`config.mk`:
```
export PLATFORM = sky130hd
export DESIGN_NAME = reg_alu_seq
export DESIGN_NICKNAME = d
export VERILOG_FILES = /design/src/rtl/reg_alu_seq_pkg.sv /design/src/rtl/reg_alu_seq_reg_bank.sv /design/src/rtl/reg_alu_seq.sv
export SDC_FILE = /design/constraint.sdc
export NUM_CORES = 1
export LEC_CHECK = 0
export CAP_MARGIN = 20
export CORE_MARGIN = 5
export CORE_UTILIZATION = 38
export CTS_CLUSTER_DIAMETER = 30
export DETAILED_ROUTE_END_ITERATION = 7
export SYNTH_ARGS = -nofsm -noshare
export SYNTH_HDL_FRONTEND = slang
export SYNTH_HIERARCHICAL = 1
export SYNTH_SLANG_ARGS = --single-unit
```
`constraint.sdc`:
```
create_clock -name clk -period 12 [get_ports clk]
set_input_delay 1.2 -clock clk [delete_from_list [all_inputs] [get_ports clk]]
set_output_delay 1.2 -clock clk [all_outputs]
set_load 0.005 [all_outputs]
```
`src/rtl/reg_alu_seq_pkg.sv`:
```
// Shared definitions for the register-file sequencer around the 16-bit ripple ALU.
package reg_alu_seq_pkg;

    localparam int unsigned DEF_WIDTH = 16;
    localparam int unsigned DEF_AW    = 3;

    localparam logic [1:0] OP_ADD = 2'b00;
    localparam logic [1:0] OP_SUB = 2'b01;
    localparam logic [1:0] OP_AND = 2'b10;
    localparam logic [1:0] OP_OR  = 2'b11;

    typedef enum logic [1:0] {
        S_IDLE = 2'b00,
        S_READ = 2'b01,
        S_EXEC = 2'b10,
        S_WB   = 2'b11
    } state_t;

    // Only arithmetic ops produce a meaningful carry.
    function automatic logic op_sets_carry(input logic [1:0] op);
        return (op == OP_ADD) || (op == OP_SUB);
    endfunction

endpackage

```
`src/rtl/reg_alu_seq_reg_bank.sv`:
```
// Register array: one write port, three combinational read ports, async active-high reset.
module reg_alu_seq_reg_bank #(
    parameter int unsigned WIDTH = 16,
    parameter int unsigned NREGS = 8,
    parameter int unsigned AW    = 3
) (
    input  logic             clk,
    input  logic             reset,
    input  logic             i_we,
    input  logic [AW-1:0]    i_waddr,
    input  logic [WIDTH-1:0] i_wdata,
    input  logic [AW-1:0]    i_raddr1,
    input  logic [AW-1:0]    i_raddr2,
    input  logic [AW-1:0]    i_raddr3,
    output logic [WIDTH-1:0] o_rdata1,
    output logic [WIDTH-1:0] o_rdata2,
    output logic [WIDTH-1:0] o_rdata3
);

    logic [WIDTH-1:0] r_regs [NREGS];

    always_ff @(posedge clk or posedge reset) begin
        if (reset) begin
            for (int unsigned i = 0; i < NREGS; i++) begin
                r_regs[i] <= '0;
            end
        end else if (i_we) begin
            r_regs[i_waddr] <= i_wdata;
        end
    end

    assign o_rdata1 = r_regs[i_raddr1];
    assign o_rdata2 = r_regs[i_raddr2];
    assign o_rdata3 = r_regs[i_raddr3];

endmodule

```
`src/rtl/reg_alu_seq.sv`:
```
// Four-state sequencer: accept, read operands, let the ripple ALU settle, write back.
module reg_alu_seq
    import reg_alu_seq_pkg::*;
#(
    parameter int unsigned WIDTH = DEF_WIDTH,
    parameter int unsigned NREGS = 8,
    parameter int unsigned AW    = DEF_AW
) (
    input  logic             clk,
    input  logic             reset,
    input  logic             ins_valid,
    output logic             ins_ready,
    input  logic [1:0]       ins_op,
    input  logic [AW-1:0]    ins_rd,
    input  logic [AW-1:0]    ins_rs1,
    input  logic [AW-1:0]    ins_rs2,
    input  logic             ld_en,
    input  logic [AW-1:0]    ld_addr,
    input  logic [WIDTH-1:0] ld_data,
    output logic             ld_drop,
    input  logic [AW-1:0]    rb_addr,
    output logic [WIDTH-1:0] rb_data,
    output logic [1:0]       alu_op,
    output logic [WIDTH-1:0] alu_a,
    output logic [WIDTH-1:0] alu_b,
    input  logic [WIDTH-1:0] alu_o,
    input  logic             alu_cout,
    output logic             done,
    output logic [WIDTH-1:0] result,
    output logic             c_flag
);

    state_t           r_state;
    state_t           w_state_next;
    logic [1:0]       r_op;
    logic [AW-1:0]    r_rd;
    logic [AW-1:0]    r_rs1;
    logic [AW-1:0]    r_rs2;
    logic             w_idle;
    logic             w_accept;
    logic             w_we;
    logic [AW-1:0]    w_waddr;
    logic [WIDTH-1:0] w_wdata;
    logic [WIDTH-1:0] w_rs1_data;
    logic [WIDTH-1:0] w_rs2_data;

    assign w_idle    = (r_state == S_IDLE);
    assign ins_ready = w_idle && !ld_en;
    assign w_accept  = ins_valid && ins_ready;
    assign ld_drop   = ld_en && !w_idle;
    assign done      = (r_state == S_WB);

    // Host loads only land in IDLE; write-back owns the port in WB.
    always_comb begin
        w_we    = 1'b0;
        w_waddr = ld_addr;
        w_wdata = ld_data;
        if (done) begin
            w_we    = 1'b1;
            w_waddr = r_rd;
            w_wdata = alu_o;
        end else if (w_idle && ld_en) begin
            w_we = 1'b1;
        end
    end

    always_comb begin
        w_state_next = r_state;
        unique case (r_state)
            S_IDLE: if (w_accept) w_state_next = S_READ;
            S_READ: w_state_next = S_EXEC;
            S_EXEC: w_state_next = S_WB;
            S_WB:   w_state_next = S_IDLE;
            default: w_state_next = S_IDLE;
        endcase
    end

    always_ff @(posedge clk or posedge reset) begin
        if (reset) begin
            r_state <= S_IDLE;
            r_op    <= OP_ADD;
            r_rd    <= '0;
            r_rs1   <= '0;
            r_rs2   <= '0;
            alu_op  <= OP_ADD;
            alu_a   <= '0;
            alu_b   <= '0;
            result  <= '0;
            c_flag  <= 1'b0;
        end else begin
            r_state <= w_state_next;
            if (w_accept) begin
                r_op  <= ins_op;
                r_rd  <= ins_rd;
                r_rs1 <= ins_rs1;
                r_rs2 <= ins_rs2;
            end
            if (r_state == S_READ) begin
                alu_a  <= w_rs1_data;
                alu_b  <= w_rs2_data;
                alu_op <= r_op;
            end
            if (done) begin
                result <= alu_o;
                if (op_sets_carry(r_op)) begin
                    c_flag <= alu_cout;
                end
            end
        end
    end

    reg_alu_seq_reg_bank #(
        .WIDTH (WIDTH),
        .NREGS (NREGS),
        .AW    (AW)
    ) u_reg_bank (
        .clk      (clk),
        .reset    (reset),
        .i_we     (w_we),
        .i_waddr  (w_waddr),
        .i_wdata  (w_wdata),
        .i_raddr1 (r_rs1),
        .i_raddr2 (r_rs2),
        .i_raddr3 (rb_addr),
        .o_rdata1 (w_rs1_data),
        .o_rdata2 (w_rs2_data),
        .o_rdata3 (rb_data)
    );

endmodule

```
Word level (Yosys, flattened, before mapping)
Index checks and enable logic that the tools add are counted.

Magnitude comparators: 5. Equal/unequal tests: 5. Mux-type cells: 18. Bitwise gates (word level): 4. Reduce and logical (&&, ||, !) cells: 11.

Operators by type and width (count): binary-select mux 16 bit (select 3 bit) (3); bitwise mux 128 bit (1); 2-to-1 mux 16 bit (8); demux 16 bit (select 3 bit) (1); greater-or-equal comparator 4 bit, second input constant (4); inverter 3 -> 4 bit (4); one-hot mux 2 bit (4 select lines) (1); logical AND 1 bit (5); == test 2 x 1 -> 1 bit, second input constant (2); == test 2 bit, second input constant (2); zero test 2 bit (2); less-than comparator 4 x 1 -> 1 bit, second input constant (1); 2-to-1 mux 3 bit (1); zero test 1 bit (2); 2-to-1 mux 1 bit (2); 2-to-1 mux 2 bit (1); inequality test 2 x 1 -> 1 bit, second input constant (1); AND reduction 2 bit (1); logical OR 1 bit (1).

Bits in registers: 192. Input port bits: 54. Output and inout port bits: 70. Logic and storage cells: 61.

Depth between registers and ports, before layout
Depth in word-level cells: 8. Mapped depth: 9. Mapped depth without buffers: 5.

Modules after synthesis
The synthesis kept the hierarchy.

Modules (own cells, without submodules): reg_alu_seq_reg_bank (instances 1, cells an instance 454, area an instance 8032.7 µm², sequential area each 3203.1 µm²); reg_alu_seq (instances 1, cells an instance 224, area an instance 2751.4 µm², sequential area each 1601.5 µm²).

Worst setup path after synthesis
Ideal clock, no wire load.

Path kind: input to output. Start: input rb_addr[2]. End: output rb_data[10]. Arrival: 2.255 ns. Required time: 10.800 ns. Path slack: 8.545 ns. Stages on the path: 4. Buffers on the path: 2. Cells stage by stage: buf_6 > buf_6 > mux4_1 > mux2_2.

Cells in the longest elaborated chain, start to end: 4.

RTL lines: start, declared (line reg_alu_seq.sv:21) `input logic [AW-1:0] rb_addr,`; inverter 3 -> 4 bit (not written as such) (line reg_alu_seq_reg_bank.sv:34) `assign o_rdata3 = r_regs[i_raddr3];`; binary-select mux 16 bit (select 3 bit) (line reg_alu_seq_reg_bank.sv:34); 2-to-1 mux 16 bit (not written as such) (2 in series) (line reg_alu_seq_reg_bank.sv:34); end, declared (line reg_alu_seq.sv:22) `output logic [WIDTH-1:0] rb_data,`.

Every way passes these cells. The select of a mux whose other input is x is not followed.

Final worst setup path
Start: input rb_addr[2]. End: output rb_data[2].

The elaborated chain is that of the path after synthesis.

==> metrics <==
HPWL Detailed=around 17000 um; xor-xnor portion of the synthesized cell area=0%; Routed Antenna Nets=0; Layout area overhead=18.67%; setup ws final=approximately 7.6 ns; number of distinct library cells after synthesis=32; GP Congestion=between 0.7 and 0.8; worst skew pair latency=0.44 ns; largest family of logic cells by synthesized area=multiplexers; CTS H-Tree Depth=4; Max IR drop VDD=around 0.00012 V; Synth Warn #=6; Setup Skew=between 0.01 and 0.015 ns; Die X=~180 um; gr usage total=between 15 and 20%; # hold bufs at CTS=0; grt ovf=0; Synth Register Bits=roughly 190; initial antenna violation count=0; worst hold path type=register to register; Synth Area in Compound Gates=1.717%; crit path max fanout=32; Placeable Area=approximately 28000 um2; LEAKAGE=around 5.4 nW; Crit Path Category=input port to output port; Synth Area per Inst=15.91 um2; outcome=finished, final reports clean; Startpoint Class=input port; Port Buffers=123; vias in the first global route=between 7000 and 8000; Routed Wire Length=27340 um; Fin Setup TNS=0 ns; num rows=between 60 and 70; top-area cell type share of the netlist area=44.55%; Slew headroom=between 20% and 30%; r2r setup slk=slightly below 9 ns; Synth Area in Adders=less than 1%; Root Driver=clkbuf_16; Simple-Gate Fraction of Synth Area=around 2.1%; via/cell ratio=between 5 and 6; Clock transition at path regs=around 0.07 ns; Final Cycle Share=around 36%; worst-margin pin slew=between 1 and 1.5 ns; diode count=0; largest net degree at the start of global routing=slightly above 70; cell taking the most area after synthesis=dfrtp_1; Setup WS pre-CTS=~7.6 ns; DR iter-0 viols=440; vias=between 6000 and 7000; Initial Utilization=roughly 39%; Peak Freq=between 0.2 and 0.25 GHz; CTS tree=built; layout cell share with drive strength beyond 1=about 43%; Setup Buffers After CTS=0; minimum clock period=4.361 ns; cells after synthesis=678; multiplexer share of the synthesized area=45.45%; DR pass1 iterations=5; Synth Net Count=737; Remaining DRCs=0; max-cap check violation count=0; die area=roughly 32000 um2; Final Total Pwr=0.003609 W; die height=178.5 um; first-pass GRT wire length=between 40000 and 50000 um; DR WL/cell=23.43 um; Worst Path Required=around 11 ns; pins over their slew limit=0; setup violators final=0; CP Capture Type=output port; pwr dens=roughly 280 nW/um2; nets=approximately 840; post-synthesis cell area=between 10000 and 15000 um2; CTS max path bufs=2; RSZ-0062 raised after global routing=no; worst path arrival time=around 3.2 ns; hold violation total from the final report=0; post_cts resized=0; total CTS buffers=17; post-synthesis sequential area ratio=between 40% and 50%; top cells by area, synth=dfrtp_1 (45%), mux2_2 (23%), mux4_1 (11%), mux4_2 (10%), o21ai_0 (1.5%); I/O pin total=about 120; CTS sink count=about 190
[path summary, 6_finish.rpt]
kind / startpoint / to / depth (start not counted)
setup / recovery: rb_addr[2] / rb_data[2] / 5
hold / removal: alu_b[8] / alu_b[8] / 1
setup reg to reg: r_state[0] / u_reg_bank/r_regs[42] / 5
hold reg to reg: alu_b[8] / alu_b[8] / 1
max in group asynchronous: reset / u_reg_bank/r_regs[79] / 3
min in group asynchronous: reset / r_op[0] / 2
[flip-flops by register name (all words and copies together) (netlist names)]
| name | flops |
|---|---|
| r_rs1 | 3 |
| r_state | 2 |
| alu_b | 16 |
| r_rs2 | 3 |
| c_flag | 1 |
| r_rd | 3 |
| result | 16 |
| r_op | 2 |
| alu_op | 2 |
| u_reg_bank/r_regs | 128 |
| alu_a | 16 |
[per-stage QoR]
stage	utilization, %	cell area, um2	hold WS, ns	std cells
floorplan	-	10780	0.4751	678
global placement	43.42	12130	0.4891	1132
detailed placement	43.42	12130	0.4957	1132
CTS	45.59	12730	0.5118	1164
global route	45.81	12800	0.5220	1167
finish	45.81	12800	0.5048	1167
[routing by layer]
layer	vias to the layer above	part of all wire [%]	global-route usage (%)
met5	-	0	0
met4	0	1.2	4.733
met3	20	3.6	2.798
met2	157	53	31.22
met1	3509	42	22.51
li1	2813	-	-
[report_power, final]
part / total [W] / switching [W] / internal (W)
logic: 0.00170 / 0.000585 / 0.00111
registers: 0.00133 / 0.000357 / 0.000968
clock network: 0.000587 / 0.000257 / 0.000330
[synth_stat cells (all sizes together)]
| cell type | instances |
|---|---|
| and2b | 1 |
| mux2 | 225 |
| dfrtp | 192 |
| a21o | 1 |
| nand2b | 2 |
| mux4 | 96 |
| ha | 5 |
| and3b | 1 |
| clkbuf | 11 |
| and4bb | 1 |
| o32a | 1 |
| nor4b | 1 |
| inv | 36 |
| nand2 | 17 |
| nor4bb | 2 |
| o21ai | 32 |
| o211ai | 1 |
| nand4b | 4 |
| buf | 46 |
| nand4 | 1 |
| nor2b | 2 |
[worst max-delay path, stage by stage]
cell and delay (ns):
buf_2 0.08, buf_4 0.48, mux4_1 0.64, mux2_2 0.29, clkdlybuf4s50_1 0.46
[layout make-up]
class                      instances  area [um2]
multi-input combinational        393        5411
timing repair buffer             136        1359
clock buffer                      21       480.5
sequential                       192        4808
inverter                          36       138.9
tap                              378       473.0
clock inverter                    11       126.4
fill                            2491       15140
[logic make-up after synthesis]
kind of cell             count (synthesis)
multiplexers                           321
flip-flops                             192
adder cells (fa/ha/maj)                  5
AND/OR/NAND/NOR                         32
AO/OA/AOI/OAI                           35
buffers and inverters                   93
[cell usage in the layout (no fill, tap or decap), drive strengths merged, types with 2 or more instances in the layout]
| master | instances |
|---|---|
| mux2 | 225 |
| buf | 15 |
| nor4bb | 2 |
| clkbuf | 21 |
| mux4 | 96 |
| nand2 | 17 |
| nand4b | 4 |
| clkinv | 4 |
| o21ai | 32 |
| clkinvlp | 4 |
| ha | 5 |
| bufinv | 2 |
| dfrtp | 192 |
| nand2b | 2 |
| clkdlybuf4s50 | 121 |
| inv | 37 |
| nor2b | 2 |
No activity file was read; power rests on OpenSTA's default activity.
